<file path="config.mk">
export PLATFORM = sky130hd
export DESIGN_NAME = vector_mem_seq_flat
export DESIGN_NICKNAME = d
export VERILOG_FILES = /design/src/rtl/vector_mem_seq_pkg.sv /design/src/rtl/vector_mem_seq_if.sv /design/src/rtl/vector_mem_seq_addr_gen.sv /design/src/rtl/vector_mem_seq.sv /design/src/flat_wrapper.sv
export SDC_FILE = /design/constraint.sdc
export NUM_CORES = 1
export LEC_CHECK = 0
export CAP_MARGIN = 20
export CELL_PAD_IN_SITES_DETAIL_PLACEMENT = 2
export CELL_PAD_IN_SITES_GLOBAL_PLACEMENT = 2
export CORE_UTILIZATION = 30
export CTS_CLUSTER_DIAMETER = 80
export DETAILED_ROUTE_END_ITERATION = 8
export MAX_ROUTING_LAYER = met4
export PLACE_DENSITY = 0.93
export SYNTH_ARGS = -nofsm -noshare
export SYNTH_HDL_FRONTEND = slang
export SYNTH_SLANG_ARGS = --single-unit
</file>
<file path="constraint.sdc">
create_clock -name Clk1 -period 5.15 [get_ports Clk1]
set_input_delay 1.03 -clock Clk1 [delete_from_list [all_inputs] [get_ports Clk1]]
set_output_delay 1.03 -clock Clk1 [all_outputs]
set_load 0.005 [all_outputs]
</file>
<file path="src/rtl/vector_mem_seq_pkg.sv">
// Shared types for the vector load/store sequencer.
// FSM state encoding and vector element slice helper.
package vms_pkg;

   localparam int ST_W = 2;

   typedef enum logic [ST_W-1:0] {
      IDLE  = 2'd0,
      ISSUE = 2'd1,
      DRAIN = 2'd2,
      DONE  = 2'd3
   } state_e;

   function automatic int unsigned elem_lo(
      input int unsigned k,
      input int unsigned dw
   );
      return k * dw;
   endfunction

endpackage

</file>
<file path="src/rtl/vector_mem_seq_if.sv">
// Single-port memory bus between the sequencer (master)
// and the memory (slave).
interface vector_mem_seq_if #(
   parameter int AW = 16,
   parameter int DW = 16
);
   logic [AW-1:0] Addr;
   logic          RD;
   logic          WR;
   logic [DW-1:0] dataOut;
   logic [DW-1:0] DataIn;

   modport master (
      output Addr, RD, WR, dataOut,
      input  DataIn
   );

   modport slave (
      input  Addr, RD, WR, dataOut,
      output DataIn
   );
endinterface

</file>
<file path="src/rtl/vector_mem_seq_addr_gen.sv">
// Element address accumulator with carry-out wrap pulse.
// VMS_STRIDE_EN selects programmable stride, else unit step.
module vms_addr_gen #(
   parameter int AW = 16
) (
   input  logic          Clk1,
   input  logic          Reset,
   input  logic          load,
   input  logic [AW-1:0] base,
   input  logic          step,
   input  logic [AW-1:0] stride,
   output logic [AW-1:0] addr,
   output logic          wrap
);

   logic [AW-1:0] addr_q, addr_d;
   logic [AW-1:0] inc;
   logic [AW:0]   sum;

`ifdef VMS_STRIDE_EN
   assign inc = stride;
`else
   // unit-stride build: stride is read but masked off
   assign inc = AW'(1) | (stride & {AW{1'b0}});
`endif

   assign sum  = {1'b0, addr_q} + {1'b0, inc};
   assign wrap = step & sum[AW];
   assign addr = addr_q;

   always_comb begin
      addr_d = addr_q;
      if (load)
         addr_d = base;
      else if (step)
         addr_d = sum[AW-1:0];
   end

   always_ff @(posedge Clk1) begin
      if (Reset)
         addr_q <= '0;
      else
         addr_q <= addr_d;
   end

endmodule

</file>
<file path="src/rtl/vector_mem_seq.sv">
// Vector load/store sequencer: one vector per command over a
// single-port bus. Optional stride via VMS_STRIDE_EN.
module vector_mem_seq #(
   parameter int ELEMS = 16,
   parameter int DW    = 16,
   parameter int AW    = 16,
   parameter int LW    = $clog2(ELEMS + 1)
) (
   input  logic               Clk1,
   input  logic               Reset,
   input  logic               start,
   input  logic               is_store,
   input  logic [AW-1:0]      base_addr,
   input  logic [AW-1:0]      stride,
   input  logic [LW-1:0]      len,
   input  logic [ELEMS*DW-1:0] st_vec,
   vector_mem_seq_if.master   bus,
   output logic               busy,
   output logic               done,
   output logic [ELEMS*DW-1:0] ld_vec,
   output logic               V
);
   import vms_pkg::*;

   localparam int VW = ELEMS * DW;
   localparam int IW = $clog2(VW);

   state_e        state_q, state_d;
   logic          is_store_q, is_store_d;
   logic [LW-1:0] len_q, len_d;
   logic [AW-1:0] stride_q, stride_d;
   logic [VW-1:0] st_q, st_d;
   logic [LW-1:0] k_q, k_d;
   logic          cap_q, cap_d;
   logic [LW-1:0] cap_k_q, cap_k_d;
   logic [VW-1:0] ld_q, ld_d;
   logic          v_q, v_d;

   logic          ag_load, ag_step, ag_wrap;
   logic [AW-1:0] ag_addr;
   logic          rd, wr, last;
   logic [LW-1:0] len_c;
   logic [IW-1:0] wr_lo, cap_lo;

   vms_addr_gen #(.AW(AW)) u_addr_gen (
      .Clk1   (Clk1),
      .Reset  (Reset),
      .load   (ag_load),
      .base   (base_addr),
      .step   (ag_step),
      .stride (stride_q),
      .addr   (ag_addr),
      .wrap   (ag_wrap)
   );

   assign len_c  = (len > LW'(ELEMS)) ? LW'(ELEMS) : len;
   assign last   = (k_q == len_q - LW'(1));
   assign wr_lo  = IW'(elem_lo(32'(k_q), DW));
   assign cap_lo = IW'(elem_lo(32'(cap_k_q), DW));

   always_comb begin
      state_d    = state_q;
      is_store_d = is_store_q;
      len_d      = len_q;
      stride_d   = stride_q;
      st_d       = st_q;
      k_d        = k_q;
      ld_d       = ld_q;
      v_d        = v_q | ag_wrap;
      ag_load    = 1'b0;
      ag_step    = 1'b0;
      rd         = 1'b0;
      wr         = 1'b0;

      unique case (state_q)
         IDLE: begin
            if (start) begin
               is_store_d = is_store;
               len_d      = len_c;
               stride_d   = stride;
               st_d       = st_vec;
               k_d        = '0;
               ld_d       = '0;
               v_d        = 1'b0;
               ag_load    = 1'b1;
               state_d    = (len_c == '0) ? DONE : ISSUE;
            end
         end
         ISSUE: begin
            rd = ~is_store_q;
            wr = is_store_q;
            if (last) begin
               state_d = is_store_q ? DONE : DRAIN;
            end else begin
               k_d     = k_q + LW'(1);
               ag_step = 1'b1;
            end
         end
         DRAIN: state_d = DONE;
         DONE:  state_d = IDLE;
      endcase

      // read data returns one cycle after its strobe
      if (cap_q)
         ld_d[cap_lo +: DW] = bus.DataIn;
   end

   assign cap_d   = rd;
   assign cap_k_d = k_q;

   always_ff @(posedge Clk1) begin
      if (Reset) begin
         state_q    <= IDLE;
         is_store_q <= 1'b0;
         len_q      <= '0;
         stride_q   <= '0;
         st_q       <= '0;
         k_q        <= '0;
         cap_q      <= 1'b0;
         cap_k_q    <= '0;
         ld_q       <= '0;
         v_q        <= 1'b0;
      end else begin
         state_q    <= state_d;
         is_store_q <= is_store_d;
         len_q      <= len_d;
         stride_q   <= stride_d;
         st_q       <= st_d;
         k_q        <= k_d;
         cap_q      <= cap_d;
         cap_k_q    <= cap_k_d;
         ld_q       <= ld_d;
         v_q        <= v_d;
      end
   end

   assign bus.RD      = rd;
   assign bus.WR      = wr;
   assign bus.Addr    = (rd | wr) ? ag_addr : '0;
   assign bus.dataOut = wr ? st_q[wr_lo +: DW] : '0;

   assign busy   = (state_q != IDLE);
   assign done   = (state_q == DONE);
   assign ld_vec = ld_q;
   assign V      = v_q;

endmodule

</file>
<file path="src/flat_wrapper.sv">
// flat-port wrapper written by rule: the top's interface ports become plain ports
module vector_mem_seq_flat import vms_pkg::*;
#(
   parameter int ELEMS = 16,
   parameter int DW    = 16,
   parameter int AW    = 16,
   parameter int LW    = $clog2(ELEMS + 1)
)
  (Clk1, Reset, start, is_store, base_addr, stride, len, st_vec, busy, done, ld_vec, V, bus_Addr, bus_RD, bus_WR, bus_dataOut, bus_DataIn);
  vector_mem_seq_if #(.AW(AW), .DW(DW)) bus_i ();
  input  logic Clk1;
  input  logic Reset;
  input  logic start;
  input  logic is_store;
  input  logic [AW-1:0] base_addr;
  input  logic [AW-1:0] stride;
  input  logic [LW-1:0] len;
  input  logic [ELEMS*DW-1:0] st_vec;
  output logic busy;
  output logic done;
  output logic [ELEMS*DW-1:0] ld_vec;
  output logic V;
  output wire logic [$bits(bus_i.Addr)-1:0] bus_Addr;
  output wire logic [$bits(bus_i.RD)-1:0] bus_RD;
  output wire logic [$bits(bus_i.WR)-1:0] bus_WR;
  output wire logic [$bits(bus_i.dataOut)-1:0] bus_dataOut;
  input wire logic [$bits(bus_i.DataIn)-1:0] bus_DataIn;
  assign bus_Addr = bus_i.Addr;
  assign bus_RD = bus_i.RD;
  assign bus_WR = bus_i.WR;
  assign bus_dataOut = bus_i.dataOut;
  assign bus_i.DataIn = bus_DataIn;
  vector_mem_seq #(.ELEMS(ELEMS), .DW(DW), .AW(AW), .LW(LW)) u_core (.Clk1(Clk1), .Reset(Reset), .start(start), .is_store(is_store), .base_addr(base_addr), .stride(stride), .len(len), .st_vec(st_vec), .bus(bus_i), .busy(busy), .done(done), .ld_vec(ld_vec), .V(V));
endmodule
</file>
After elaboration in Yosys (flattened, before gate mapping)
Index checks and enable logic that the tools add are counted.

Flip-flop bits (word level): 547. Latch bits: 0. Bits in writable memories: 0. Bits in read-only memories: 0. Bits of input ports: 313. Output and inout port bits: 293. Memories kept: 0.

Add/sub/neg operators: 4. Multiply operators: 0. Divide/modulo/power cells: 0. Magnitude comparators: 1. Equality and inequality tests: 7. Shifts and indexed selects: 3. Muxes and demuxes: 25. Bitwise logic cells: 4. Reduce and logical (&&, ||, !) cells: 8.

Operators with widths (count): $mux W256 (3); $bwmux W256 (1); $shift A16 B10 Y256 const A (1); $shiftx A16 B10 Y256 (1); $shiftx A256 B9 Y16 (1); $mux W16 (4); $add A16 B1 Y17 const B (1); $mux W5 (3); $neg A8 Y10 (1); $pmux W5 S2 (1); $mux W1 (9); $pmux W2 S4 (1); $mux W2 (3); $reduce_bool A2 Y1 (3); $add A5 B1 Y5 const B (1); $eq A5 B5 Y1 (1); $gt A5 B5 Y1 const B (1); $logic_not A5 Y1 (1); $sub A5 B1 Y5 const B (1); $eq A2 B2 Y1 const B (2); $ne A2 B2 Y1 const B (2); $reduce_and A2 Y1 (2); $reduce_and A3 Y1 (1); $eq A2 B1 Y1 const B (1); other kinds (5) (6).

Longest topological paths before layout
Gate-level depths: netlist (run 1).

Depth in word-level cells: 8. Gate-level depth with buffers: 11. Gate-level depth less buffers: 7.

Modules after synthesis
Synthesis (run 1) repeated with hierarchy kept, for this count alone.

Cell total of the unflattened synthesis: 2785. Area total of the unflattened synthesis: 23197.2 sq um.

Modules (own cells, without submodules): vector_mem_seq (times used 1, cells each 2676, area an instance 22267.6 sq um); vms_addr_gen (times used 1, cells each 109, area an instance 929.6 sq um).

Worst setup path before layout (run 1)
OpenSTA, ideal clock, no wires.

Kind: register -> output. From: register u_core.k_q[0] (netlist: u_core.cap_k_d[0]). To: output bus_dataOut[10]. Arrival time: 2.026 ns. Data required time: 4.120 ns. Slack: 2.094 ns. Stages on the path, launching flop included: 6. Buffers on the path: 2. Cell sequence: dfxtp_1 > buf_2 > buf_1 > mux4_2 > mux4_2 > and2_1.

Longest elaborated chain between the ends: 2.

RTL lines: start: declaration (line vector_mem_seq.sv:33) `logic [LW-1:0] k_q, k_d;`; start signal: assignment (line vector_mem_seq.sv:129) `k_q <= k_d;`; $shiftx A256 B9 Y16 (line vector_mem_seq.sv:140) `assign bus.dataOut = wr ? st_q[wr_lo +: DW] : '0;`; $mux W16 (line vector_mem_seq.sv:140); end: declaration (line flat_wrapper.sv:26) `output wire logic [$bits(bus_i.dataOut)-1:0] bus_dataOut;`.

Every way passes these cells.

Worst setup path after layout (run 1)
From: register u_core.k_q[0] (netlist: u_core.cap_k_d[0]). To: output bus_dataOut[5].

Same word-level chain as after synthesis.

==> impl_metrics.env, run 1 <==
export IMPL_status="complete, no violations"
export IMPL_die_y_um=275.6
export IMPL_path_delay_family="multiplexers"
export IMPL_drc=0
export IMPL_post_synth_top_count_cell="nand2_1"
export IMPL_track_usage_pct=31.91
export IMPL_ys_types=59
export IMPL_gp_congestion=0.8364
export IMPL_ff2ff_path_depth=7
export IMPL_crit_reg2reg_launch="u_core.cap_k_q[0]$_SDFF_PP0_"
export IMPL_arrival_ns=3.81
export IMPL_core_area_mm2=0.07358
export IMPL_slew_viol_final=0
export IMPL_synth_top_cell_by_area="dfxtp_1"
export IMPL_max_freq_mhz=206.4
export IMPL_io_pins=606
export IMPL_synth_top_area_share_pct=48.75
export IMPL_maxCapViolations=0
export IMPL_clock_sinks=547
export IMPL_drt_total_wl_mm=122.3
export IMPL_clock_path_buffers=3
export IMPL_synth_area_leaders="dfxtp_1, nand2_1, a21oi_1"
export IMPL_min_to="u_core.st_q[41]$_SDFFE_PP0P_"
export IMPL_finClkSkew_ns=0.02241
export IMPL_htree_levels=2
export IMPL_max_slew_margin_pct=22.79
export IMPL_path_cells="buf_4 > mux4_2 > mux4_2 > and2_1 > clkdlybuf4s50_1"
export IMPL_fp_row_count=99
export IMPL_hold_depth=2
export IMPL_worstSetupStartpointType="register"
export IMPL_grt_pass1_wl_mm=175.1
export IMPL_finalHoldViolCount=0
export IMPL_clk_pin_slew_ns=0.06
export IMPL_synth_edf_count=0
export IMPL_crit_required_ns=4.12
export IMPL_cpMostUsedCell="mux4_2"
export IMPL_grt_setup_unrepaired="false"
export IMPL_cp_max_fo=41
export IMPL_path_buf_inv=2
export IMPL_ys_top_cells_by_count="nand2_1, dfxtp_1, a21oi_1"
export IMPL_syn_avg_cell_area_um2=8.407
export IMPL_async_reset_ff_share_pct=0
export IMPL_leakagePower_uw=0.01034
export IMPL_hold_path_class="register to register"
export IMPL_peakVddDrop_v=0.0002420
export IMPL_vias=23630
export IMPL_ant_nets=0
export IMPL_finalSetupViolations=0
export IMPL_fin_crit_sh_pct=94.07
export IMPL_synthCells=2672
export IMPL_antenna_found_initial=13
export IMPL_hold_buffers=0
export IMPL_cp_end_kind="primary output"
export IMPL_criticalPathCategory="register to primary output"
export IMPL_grt_max_degree=207
export IMPL_worstHoldStart="u_core.st_q[41]$_SDFFE_PP0P_"
export IMPL_fin_util_pct=42.27
export IMPL_cp_slowest_cell="dfxtp_4"
export IMPL_cts_resized=0
export IMPL_port_buffers=589
export IMPL_ys_ff_latch=547
export IMPL_cts_tree="done"
export IMPL_power_density_mw_per_mm2=397.0
export IMPL_overflow=0
export IMPL_postCtsSetupBuffers=0
export IMPL_grt_pass1_vias=26290
export IMPL_start_util_pct=30.53
export IMPL_ys_seq_area_share_pct=48.75
export IMPL_netlist_area_mm2=0.02246
export IMPL_syn2layout_area_growth_pct=38.47
export IMPL_dp_hpwl_mm=79.15
export IMPL_drtIter0Drc=1808
export IMPL_post_route_min_period_ns=4.845
export IMPL_yosysWarnings=0
export IMPL_die_x_um=275.6
export IMPL_yosys_most_used_dff="dfxtp_1"
export IMPL_nNetsFinal=3436
export IMPL_die_area_mm2=0.07597
export IMPL_clkLatencyLatePin_ns=0.65
export IMPL_cts_root_buf="clkbuf_16"
export IMPL_cp_slowest_stage_delay_ns=0.92
export IMPL_worst_pin_slew_ns=1.154
export IMPL_drive_above_1_share_pct=7.554
export IMPL_syn_nets=2992
export IMPL_rrSetupSlack_ns=1.49
export IMPL_r2r_end="u_core.ld_vec[108]$_SDFF_PP0_"
export IMPL_wl_per_cell_um=29.55
export IMPL_tns_ns=0
export IMPL_drt_pass1_iterations=5
export IMPL_numCtsBuffers=61
export IMPL_routed_via_density=5.711
export IMPL_startpoint="u_core.cap_k_d[0]$_SDFFE_PP0P_"
-- flip-flops by register name, indices dropped and copies added, names as in the netlist, 2 cells and up --
name and flops:
u_core.len_q 5, u_core.state_q 2, u_core.st_q 256, u_core.u_addr_gen.addr 16, u_core.cap_k_d 5, u_core.ld_vec 256, u_core.cap_k_q 4
-- worst max path at each step --
stage,endpoint,slack [ns],cells past startpoint
finish,bus_dataOut[5],0.31,5
global route,bus_dataOut[5],0.15,5
CTS,bus_dataOut[1],0.25,5
detailed placement,bus_dataOut[1],0.97,5
global placement,bus_dataOut[1],1.02,5
floorplan,bus_dataOut[10],2.09,5
-- report_power, final --
part	switching, µW	leakage, µW	internal [µW]
Combinational	1690	0.00488	951
Sequential	414	0.00445	4650
Clock	2000	0.00101	2640
-- worst min-delay path: stages, from the launching register on --
cell	delay (ns)
dfxtp_1	0.31
nand2_1	0.05
a21oi_1	0.05
-- cell usage in the layout (no fill, tap or decap), types with 11 or more instances in the layout --
master,netlist,layout
a221oi_1,33,33
a311oi_1,11,11
buf_4,0,38
nand4_1,12,12
dfxtp_1,547,545
nand3b_1,38,38
nand2_1,760,759
diode_2,0,15
and2_1,33,32
a21oi_1,493,493
nor2_1,31,30
mux4_2,80,80
clkbuf_16,0,62
clkbuf_1,192,16
nand3_1,234,234
inv_1,12,12
a21boi_0,16,16
clkbuf_8,0,12
clkdlybuf4s50_1,0,588
or4_1,12,12
-- final cells by class --
class | count | area, µm²
Antenna cell | 15 | 37.54
Clock inverter | 21 | 276.5
Clock buffer | 90 | 1777
Multi-Input combinational cell | 1858 | 10460
Tap cell | 959 | 1200
Timing Repair Buffer | 635 | 6346
Sequential cell | 547 | 10960
Inverter | 13 | 48.80
Fill cell | 7880 | 42470
-- logic make-up after synthesis --
logic type	share of synthesized area (%)
flip-flops	48.75
XOR/XNOR	0.3398
adder cells (fa/ha/maj)	0.3899
multiplexers	8.205
AND/OR/NAND/NOR	22.82
AO/OA/AOI/OAI	14.70
buffers and inverters	4.801
-- metal layers --
| metal | vias up | share of wire [%] | track usage, % |
|---|---|---|---|
| li1 | 10090 | - | - |
| met5 | - | 0 | - |
| met2 | 1136 | 49 | 53.07 |
| met1 | 11940 | 36 | 33.65 |
| met3 | 466 | 6.5 | 6.455 |
| met4 | 0 | 8.7 | 23.18 |
-- metrics by stage --
step | instance area, µm² | hold WS [ns] | cells | power (µW) | setup slack, ns
2_1_floorplan | 22460 | 0.4331 | 2672 | 6484 | 2.094
6_report | 31100 | 0.4587 | 4138 | 12350 | 0.3052
5_1_grt | 31100 | 0.4813 | 4137 | 12740 | 0.1511
4_1_cts | 31060 | 0.4570 | 4122 | 12330 | 0.2516
3_5_place_dp | 29010 | 0.4487 | 4011 | 7660 | 0.9714
3_3_place_gp | 29010 | 0.4401 | 4011 | 7484 | 1.022
No activity file was read; power rests on OpenSTA's default activity.
==> run 2: changes to the inputs <==
HOLD_SLACK_MARGIN = 0.08   (was default)
TNS_END_PERCENT = 5   (was default)
==> results of run 2 <==
No change in the layout: final DEF, timing and power equal those of run 1.
==> run 3: changes to the inputs <==
CORE_UTILIZATION = 31   (was 30)
CTS_BUF_LIST = sky130_fd_sc_hd__clkbuf_4 sky130_fd_sc_hd__clkbuf_8   (was default)
PLACE_DENSITY = 0.95   (was 0.93)
SKIP_LAST_GASP = 1   (was default)
==> run 3 against run 2 <==
Worst setup slack improved by 0.029 ns; critical path type unchanged; sequential share of layout area barely moved; routed wire length rose by 5.1%; die area fell by 3.2%; largest cell class unchanged; cell count rose by 1.1%; sequential power barely moved.
==> impl_metrics.env, run 3 (same netlist as run 1, synthesis figures left out) <==
export IMPL_io_pins=606
export IMPL_drtIter0Drc=1986
export IMPL_postLayoutSetupSlackWorst_ns=0.3344
export IMPL_overflow=0
export IMPL_clk_pin_slew_ns=0.06
export IMPL_die_x_um=271.2
export IMPL_fin_crit_sh_pct=93.51
export IMPL_status="complete, no violations"
export IMPL_worst_pin_slew_ns=1.206
export IMPL_vias=24440
export IMPL_grt_max_degree=150
export IMPL_drt_total_wl_mm=128.6
export IMPL_tns_ns=0
export IMPL_drive_above_1_share_pct=9.627
export IMPL_die_area_mm2=0.07354
export IMPL_postCtsSetupBuffers=0
export IMPL_hold_buffers=0
export IMPL_track_usage_pct=35.04
export IMPL_numCtsBuffers=97
export IMPL_post_route_min_period_ns=4.816
export IMPL_grt_pass1_vias=26800
export IMPL_ff2ff_path_depth=6
export IMPL_hold_path_class="register to register"
export IMPL_finClkSkew_ns=0.05675
export IMPL_max_slew_margin_pct=19.32
export IMPL_min_to="u_core.st_q[193]$_SDFFE_PP0P_"
export IMPL_wl_per_cell_um=30.73
export IMPL_finalSetupViolations=0
export IMPL_cts_resized=0
export IMPL_worstHoldStart="u_core.st_q[193]$_SDFFE_PP0P_"
export IMPL_die_y_um=271.2
export IMPL_core_area_mm2=0.07161
export IMPL_htree_levels=3
export IMPL_power_density_mw_per_mm2=394.2
export IMPL_grt_setup_unrepaired="false"
export IMPL_syn2layout_area_growth_pct=38.34
export IMPL_routed_via_density=5.842
export IMPL_nNetsFinal=3471
export IMPL_crit_reg2reg_launch="u_core.cap_k_q[0]$_SDFF_PP0_"
export IMPL_leakagePower_uw=0.01041
export IMPL_fp_row_count=98
export IMPL_port_buffers=589
export IMPL_cts_tree="done"
export IMPL_start_util_pct=31.37
export IMPL_antenna_found_initial=11
export IMPL_maxCapViolations=0
export IMPL_drt_pass1_iterations=5
export IMPL_dp_hpwl_mm=79.78
export IMPL_clock_sinks=547
export IMPL_cp_end_kind="primary output"
export IMPL_layout_commonest_cell="nand2_1"
export IMPL_crit_required_ns=4.12
export IMPL_ant_nets=0
export IMPL_dp_slack_ns=1.117
export IMPL_rrSetupSlack_ns=1.74
export IMPL_hold_depth=2
export IMPL_clock_path_buffers=3
export IMPL_criticalPathCategory="register to primary output"
export IMPL_finalHoldViolCount=0
export IMPL_cts_root_buf="clkbuf_8"
export IMPL_clkLatencyLatePin_ns=0.75
export IMPL_drc=0
export IMPL_place_inst=4000
export IMPL_final_cell_mix="nand2_1, clkdlybuf4s50_1, dfxtp_1, a21oi_1, nand3_1"
export IMPL_peakVddDrop_v=0.0002138
export IMPL_gp_congestion=0.8578
export IMPL_max_freq_mhz=207.7
export IMPL_cp_max_fo=31
export IMPL_slew_viol_final=0
export IMPL_final_instance_count_excl_fill=4183
export IMPL_arrival_ns=3.79
export IMPL_r2r_end="u_core.ld_vec[175]$_SDFF_PP0_"
export IMPL_grt_pass1_wl_mm=185.6
export IMPL_worstSetupStartpointType="register"
==> run 3: layer usage <==
metal | wire length (µm) | share of wire (%) | vias up | GRT usage (%)
met5 | 0 | 0 | - | -
met4 | 11590 | 9.0 | 0 | 27.08
met3 | 8929 | 6.9 | 538 | 8.739
met1 | 45570 | 35 | 12370 | 35.71
met2 | 62460 | 49 | 1344 | 57.85
li1 | - | - | 10190 | -
==> run 3: metrics by stage <==
stage	instance area [µm²]	total power, µW	util [%]	hold WS (ns)
6_report	31070	12250	43.40	0.4585
5_1_grt	31060	12640	43.38	0.4881
3_5_place_dp	28990	7671	40.48	0.4480
3_3_place_gp	28990	7484	40.48	0.4401
2_1_floorplan	22460	6484	-	0.4331
4_1_cts	31020	12230	43.32	0.4656
==> run 3: cell type report <==
| cell class | instances | area [µm²] |
|---|---|---|
| fill | 7672 | 40530 |
| sequential | 547 | 10960 |
| multi-input combinational | 1858 | 10460 |
| timing repair buffer | 634 | 6359 |
| clock buffer | 156 | 1891 |
| tap | 950 | 1189 |
| clock inverter | 12 | 140.1 |
| inverter | 13 | 48.80 |
| antenna | 13 | 32.53 |
==> run 3: critical path, stage by stage, from the launching register on <==
cell and delay (ns):
dfxtp_4 0.77, buf_4 0.43, mux4_2 0.63, mux4_2 0.51
and2_1 0.17, clkdlybuf4s50_1 0.49
==> run 3: worst max-delay path by stage <==
stage / cells past startpoint / slack, ns / endpoint / start
finish: 5 / 0.33 / bus_dataOut[2] / u_core.cap_k_d[0]$_SDFFE_PP0P_
global route: 5 / 0.18 / bus_dataOut[2] / u_core.cap_k_d[0]$_SDFFE_PP0P_
CTS: 5 / 0.28 / bus_dataOut[2] / u_core.cap_k_d[0]$_SDFFE_PP0P_
detailed placement: 5 / 1.12 / bus_dataOut[9] / u_core.cap_k_d[0]$_SDFFE_PP0P_
global placement: 5 / 1.16 / bus_dataOut[11] / u_core.cap_k_d[0]$_SDFFE_PP0P_
floorplan: 5 / 2.09 / bus_dataOut[10] / u_core.cap_k_d[0]$_SDFFE_PP0P_
==> run 3: power breakdown <==
group | leakage (µW) | switching, µW | internal, µW
logic | 0.00488 | 1750 | 944
registers | 0.00445 | 418 | 4650
clock network | 0.00109 | 2100 | 2380
total | 0.0104 | 4270 | 7980
